## src/rtl/qdr_init_seq.sv

```systemverilog
`timescale 1ns/1ps
// qdr_init_seq: QDR PHY reset/calibration sequencer with a Wishbone status/control block.
// Define QDR_INIT_AUTOSTART_EN to issue an internal start on the first clock after reset.
//   state | meaning
//   IDLE  | waiting for a start
//   RST   | qdr_reset asserted for RST_CYCLES clocks
//   WAIT  | waiting for phy_ready, timeout counter running
//   UP    | memory usable
//   FAIL  | retries exhausted, waiting for start or abort
module qdr_init_seq #(
    parameter int RETRY_MAX      = 3,
    parameter int RST_CYCLES     = 16,
    parameter int TIMEOUT_CYCLES = 65535
) (
    input  logic        wb_clk_i,
    input  logic        wb_rst_i,
    input  logic        wb_cyc_i,
    input  logic        wb_stb_i,
    input  logic        wb_we_i,
    input  logic [1:0]  wb_sel_i,
    input  logic [31:0] wb_adr_i,
    input  logic [15:0] wb_dat_i,
    output logic [15:0] wb_dat_o,
    output logic        wb_ack_o,
    input  logic        phy_ready,
    input  logic        cal_fail,
    output logic        qdr_reset,
    output logic        qdr_up,
    output logic        init_err
);

    localparam logic [2:0] S_IDLE = 3'd0;
    localparam logic [2:0] S_RST  = 3'd1;
    localparam logic [2:0] S_WAIT = 3'd2;
    localparam logic [2:0] S_UP   = 3'd3;
    localparam logic [2:0] S_FAIL = 3'd4;

    localparam logic [7:0]  RST_LOAD  = 8'(RST_CYCLES - 1);
    localparam logic [15:0] TMO_LAST  = 16'(TIMEOUT_CYCLES - 1);
    localparam logic [3:0]  RETRY_LIM = 4'(RETRY_MAX);

    logic [2:0]  state;
    logic [7:0]  rst_cnt;
    logic [15:0] tmo_cnt;
    logic [3:0]  retry_cnt;
    logic [7:0]  drop_cnt;
    logic        start_p;
    logic        abort_p;
    logic        start_evt;
    logic        bus_req;
    logic        ctrl_wr;
    logic [2:0]  reg_sel;
    logic [15:0] rd_data;
    logic        unused_bits;

    assign unused_bits = ^{wb_adr_i[31:4], wb_adr_i[0], wb_sel_i[1], wb_dat_i[15:2]};

`ifdef QDR_INIT_AUTOSTART_EN
    logic auto_pend;

    always_ff @(posedge wb_clk_i) begin
        auto_pend <= wb_rst_i;
    end

    assign start_evt = start_p | auto_pend;
`else
    assign start_evt = start_p;
`endif

    assign bus_req = wb_cyc_i & wb_stb_i & ~wb_ack_o;
    assign reg_sel = wb_adr_i[3:1];
    assign ctrl_wr = bus_req & wb_we_i & wb_sel_i[0] & (reg_sel == 3'd1);

    always_comb begin
        rd_data = '0;
        case (reg_sel)
            3'd0:    rd_data = {6'd0, init_err, qdr_up, 2'd0, cal_fail, phy_ready, 1'b0, state};
            3'd2:    rd_data = {drop_cnt, 4'd0, retry_cnt};
            3'd3:    rd_data = tmo_cnt;
            default: rd_data = '0;
        endcase
    end

    // Control bits are captured at the acking edge and act as one-clock pulses after it.
    always_ff @(posedge wb_clk_i) begin
        if (wb_rst_i) begin
            wb_ack_o <= 1'b0;
            wb_dat_o <= '0;
            start_p  <= 1'b0;
            abort_p  <= 1'b0;
        end else begin
            wb_ack_o <= bus_req;
            wb_dat_o <= (bus_req & ~wb_we_i) ? rd_data : 16'd0;
            start_p  <= ctrl_wr & wb_dat_i[0];
            abort_p  <= ctrl_wr & wb_dat_i[1];
        end
    end

    always_ff @(posedge wb_clk_i) begin
        if (wb_rst_i) begin
            state     <= S_IDLE;
            rst_cnt   <= '0;
            tmo_cnt   <= '0;
            retry_cnt <= '0;
            drop_cnt  <= '0;
        end else if (abort_p) begin
            state <= S_IDLE;
        end else begin
            case (state)
                S_IDLE, S_FAIL: begin
                    if (start_evt) begin
                        retry_cnt <= '0;
                        rst_cnt   <= RST_LOAD;
                        state     <= S_RST;
                    end
                end
                S_RST: begin
                    if (rst_cnt == 8'd0) begin
                        tmo_cnt <= '0;
                        state   <= S_WAIT;
                    end else begin
                        rst_cnt <= rst_cnt - 8'd1;
                    end
                end
                S_WAIT: begin
                    tmo_cnt <= tmo_cnt + 16'd1;
                    // cal_fail beats phy_ready; phy_ready beats a coincident timeout
                    if (cal_fail || (!phy_ready && tmo_cnt == TMO_LAST)) begin
                        if (retry_cnt < RETRY_LIM) begin
                            retry_cnt <= retry_cnt + 4'd1;
                            rst_cnt   <= RST_LOAD;
                            state     <= S_RST;
                        end else begin
                            state <= S_FAIL;
                        end
                    end else if (phy_ready) begin
                        state <= S_UP;
                    end
                end
                S_UP: begin
                    if (!phy_ready) begin
                        if (drop_cnt != 8'hFF) drop_cnt <= drop_cnt + 8'd1;
                        retry_cnt <= '0;
                        rst_cnt   <= RST_LOAD;
                        state     <= S_RST;
                    end
                end
                default: state <= S_IDLE;
            endcase
        end
    end

    assign qdr_reset = (state == S_RST);
    assign qdr_up    = (state == S_UP);
    assign init_err  = (state == S_FAIL);

endmodule

```

## config.mk

```make
export PLATFORM = sky130hd
export DESIGN_NAME = qdr_init_seq
export DESIGN_NICKNAME = d
export VERILOG_FILES = /design/src/rtl/qdr_init_seq.sv
export SDC_FILE = /design/constraint.sdc
export NUM_CORES = 1
export LEC_CHECK = 0
export ABC_AREA = 1
export BUFFER_PORTS_ARGS = -buffer_cell sky130_fd_sc_hd__buf_2
export CORE_AREA = 2 2 99 101
export CTS_CLUSTER_DIAMETER = 50
export DETAILED_ROUTE_END_ITERATION = 10
export DIE_AREA = 0 0 101 103
export HOLD_SLACK_MARGIN = 0.03
export MAX_ROUTING_LAYER = met4
export PLACE_DENSITY = 0.61
export SLEW_MARGIN = 20
export SYNTH_ARGS = -nofsm -noshare
export SYNTH_HDL_FRONTEND = slang
export SYNTH_SLANG_ARGS = --single-unit
```

## constraint.sdc

```tcl
create_clock -name wb_clk_i -period 4 [get_ports wb_clk_i]
set_input_delay 0.8 -clock wb_clk_i [delete_from_list [all_inputs] [get_ports wb_clk_i]]
set_output_delay 0.8 -clock wb_clk_i [all_outputs]
set_load 0.1 [all_outputs]
```

==> metrics.txt <==
outcome finished clean; global-route wire length before repair about 12 mm; worst hold path type reg2reg; Syn Nets 514; crit path max fanout 7; post-cts resize count 0; r2r setup slk approximately 1.9 ns; final setup fails 0; Die ar. 0.0104 mm²; Post-DP HPWL 5.61 mm; largest net degree at the start of global routing 21; ant diodes 0; CTS buffer count 9; clk buf depth 2; Final Cycle Share 0.627; clk slew on worst S/H paths 0.06 ns; via count 2916; Post-Route Setup TNS 0 ns; area delta synth->final 15.4%; cell count after synthesis around 450; post-synthesis cell type count 36; most common cell after layout, fill and taps aside nand2_1; WL final about 7.4 mm; Wirelength per Cell 12.1 µm; Worst Setup Start Kind flip-flop; Setup CP Type reg2out; GRT Overall Usage 0.154; starting density of the core 0.319; share of power burned in registers 0.465; switching power total 342 µW; Remaining DRCs 0; pwr dens 367 mW/mm²; maximum VDD drop 148 µV; # IOs 77; Lkg Pwr 0.00151 µW; Comb pwr share 0.113; first drt pass iteration count 5; Via-to-Cell Ratio 4.80; final slew viol count 0; min Tclk post-route 2.51 ns; Fin. Hold Viols 0; initial DRC count 168; Post-CTS Setup Inserts 0; Worst-Skew Late Latency 0.34 ns; sequential-to-total area share from yosys stat 0.385; Int Pwr 932 µW; Cell Area, Synth 0.00301 mm²; Area after DPL roughly 0.0033 mm²; CORE AREA 0.00946 mm²; PortBufs 32; most frequent cells in the layout nand2_1 (117), inv_1 (66), dfxtp_1 (58); clk_skew 0.0155 ns; Worst Tran Pin Value 0.703 ns; switch share 0.269; TritonCTS clock tree yes; Final Net Count 552; CP required 3.20 ns; vias in the first global route 2712; Root Driver clkbuf_8; share of cells above drive strength 1 0.144; syn avg cell area ~6.7 µm²; slew margin rel. 0.526; RSZ-0062 raised after global routing false; number of synthesized register bits 58; clock sinks 58; hold_buf cts 0; worst endpoint data arrival time 1.71 ns; gpl congestion 0.871; Die H between 100 and 150 µm; post-route antenna net violation count 0; Die X around 100 µm; fillers 1035; antenna violations before repair 0; total congestion overflow 0; Ys Warns 0; Rows 36; fmax 399 MHz; CP Capture Type primary output; post-route design area around 0.0035 mm²; H-tree Lvls 3; Max-Cap Viols 0; Clk pwr share 0.422
[stage by stage]
step           setup slack (ns)  std cells   util  total power (µW)  hold slack (ns)
2_1_floorplan              1.38        451      -               717            0.431
3_3_place_gp               1.65        592  0.347               747            0.449
3_5_place_dp               1.65        592  0.347               750            0.456
4_1_cts                    1.48        608  0.368              1290            0.464
5_1_grt                    1.41        608  0.368              1340            0.494
6_report                   1.49        608  0.368              1270            0.460
[final cells by class]
class	count	area, µm²	area share
clock buffer	11	141	0.0407
clock inverter	5	53.8	0.0155
inverter	73	274	0.0788
multi-input combinational	315	1540	0.444
sequential	58	1160	0.334
tap	114	143	0.0410
timing repair buffer	32	160	0.0461
[flip-flops by register name, indices dropped and copies added, names as in the netlist]
register,flops
tmo_cnt,16
wb_dat_o,16
drop_cnt,8
rst_cnt,8
retry_cnt,4
state,3
abort_p,1
start_evt,1
wb_ack_o,1
[critical path, cell delays in order (launching register included)]
cell and delay (ns):
dfxtp_1 0.47, inv_2 0.09, nor3_4 0.31, buf_2 0.50
[per-layer routing]
layer	track usage	wire length, µm	up-vias
li1	-	-	1516
met1	0.178	3310	1322
met2	0.263	3650	73
met3	0.0373	348	5
met4	0.0541	46	0
met5	-	0	-
[cell usage after synthesis]
| cell | n | share of area |
|---|---|---|
| a31oi_1 | 5 | 0.010 |
| clkinv_1 | 3 | 0.0037 |
| o22ai_1 | 5 | 0.010 |
| nand2_2 | 5 | 0.010 |
| dfxtp_1 | 58 | 0.39 |
| buf_2 | 1 | 0.0017 |
| nand2_1 | 117 | 0.15 |
| xor2_1 | 2 | 0.0058 |
| or2_0 | 1 | 0.0021 |
| nor3_2 | 1 | 0.0033 |
| nor3_4 | 1 | 0.0054 |
| o21ai_2 | 2 | 0.0058 |
| o21ai_0 | 13 | 0.022 |
| nor4_1 | 1 | 0.0021 |
| nand3_1 | 27 | 0.045 |
| inv_1 | 66 | 0.082 |
| a21oi_2 | 1 | 0.0029 |
| nor3b_1 | 2 | 0.0050 |
| and3_1 | 2 | 0.0042 |
| clkbuf_1 | 2 | 0.0025 |
| nor2_1 | 53 | 0.066 |
| inv_2 | 4 | 0.0050 |
| o21ai_1 | 1 | 0.0017 |
| ha_1 | 6 | 0.025 |
| o21ai_4 | 1 | 0.0054 |
| buf_6 | 2 | 0.0075 |
| a22oi_1 | 5 | 0.012 |
| o21a_1 | 2 | 0.0050 |
| nor2_2 | 2 | 0.0042 |
| nand4_1 | 7 | 0.015 |
| a21oi_1 | 35 | 0.058 |
| or2_2 | 3 | 0.0062 |
| nand3_2 | 2 | 0.0066 |
| o21bai_1 | 2 | 0.0050 |
| nor3_1 | 9 | 0.015 |
| nor2_4 | 2 | 0.0075 |
[path summary, 6_finish.rpt]
check	to	cells after the start	start
hold / removal	retry_cnt[2]$_SDFFE_PP0P_	2	retry_cnt[2]$_SDFFE_PP0P_
hold reg to reg	retry_cnt[2]$_SDFFE_PP0P_	2	retry_cnt[2]$_SDFFE_PP0P_
setup reg to reg	tmo_cnt[1]$_SDFFE_PP0P_	8	state[1]$_SDFFE_PP0P_
setup / recovery	qdr_reset	3	state[0]$_SDFFE_PP0P_
[power groups by stage]
stage / clock network, µW / registers (µW) / logic (µW)
final: 537 / 593 / 145
after global routing: 579 / 594 / 164
after CTS: 552 / 593 / 145
after detailed placement: 0 / 606 / 144
after global placement: 0 / 606 / 142
after floorplan: 0 / 608 / 110
[cells by family (layout without fill, tap and decap cells)]
kind of cell,Yosys count,count (layout),share of synthesized area
adder cells (fa/ha/maj),6,6,0.0249
buffers and inverters,78,121,0.103
AND/OR/NAND/NOR,235,235,0.343
AO/OA/AOI/OAI,72,72,0.139
XOR/XNOR,2,2,0.00581
flip-flops,58,58,0.385
No activity file was read; power rests on OpenSTA's default activity.
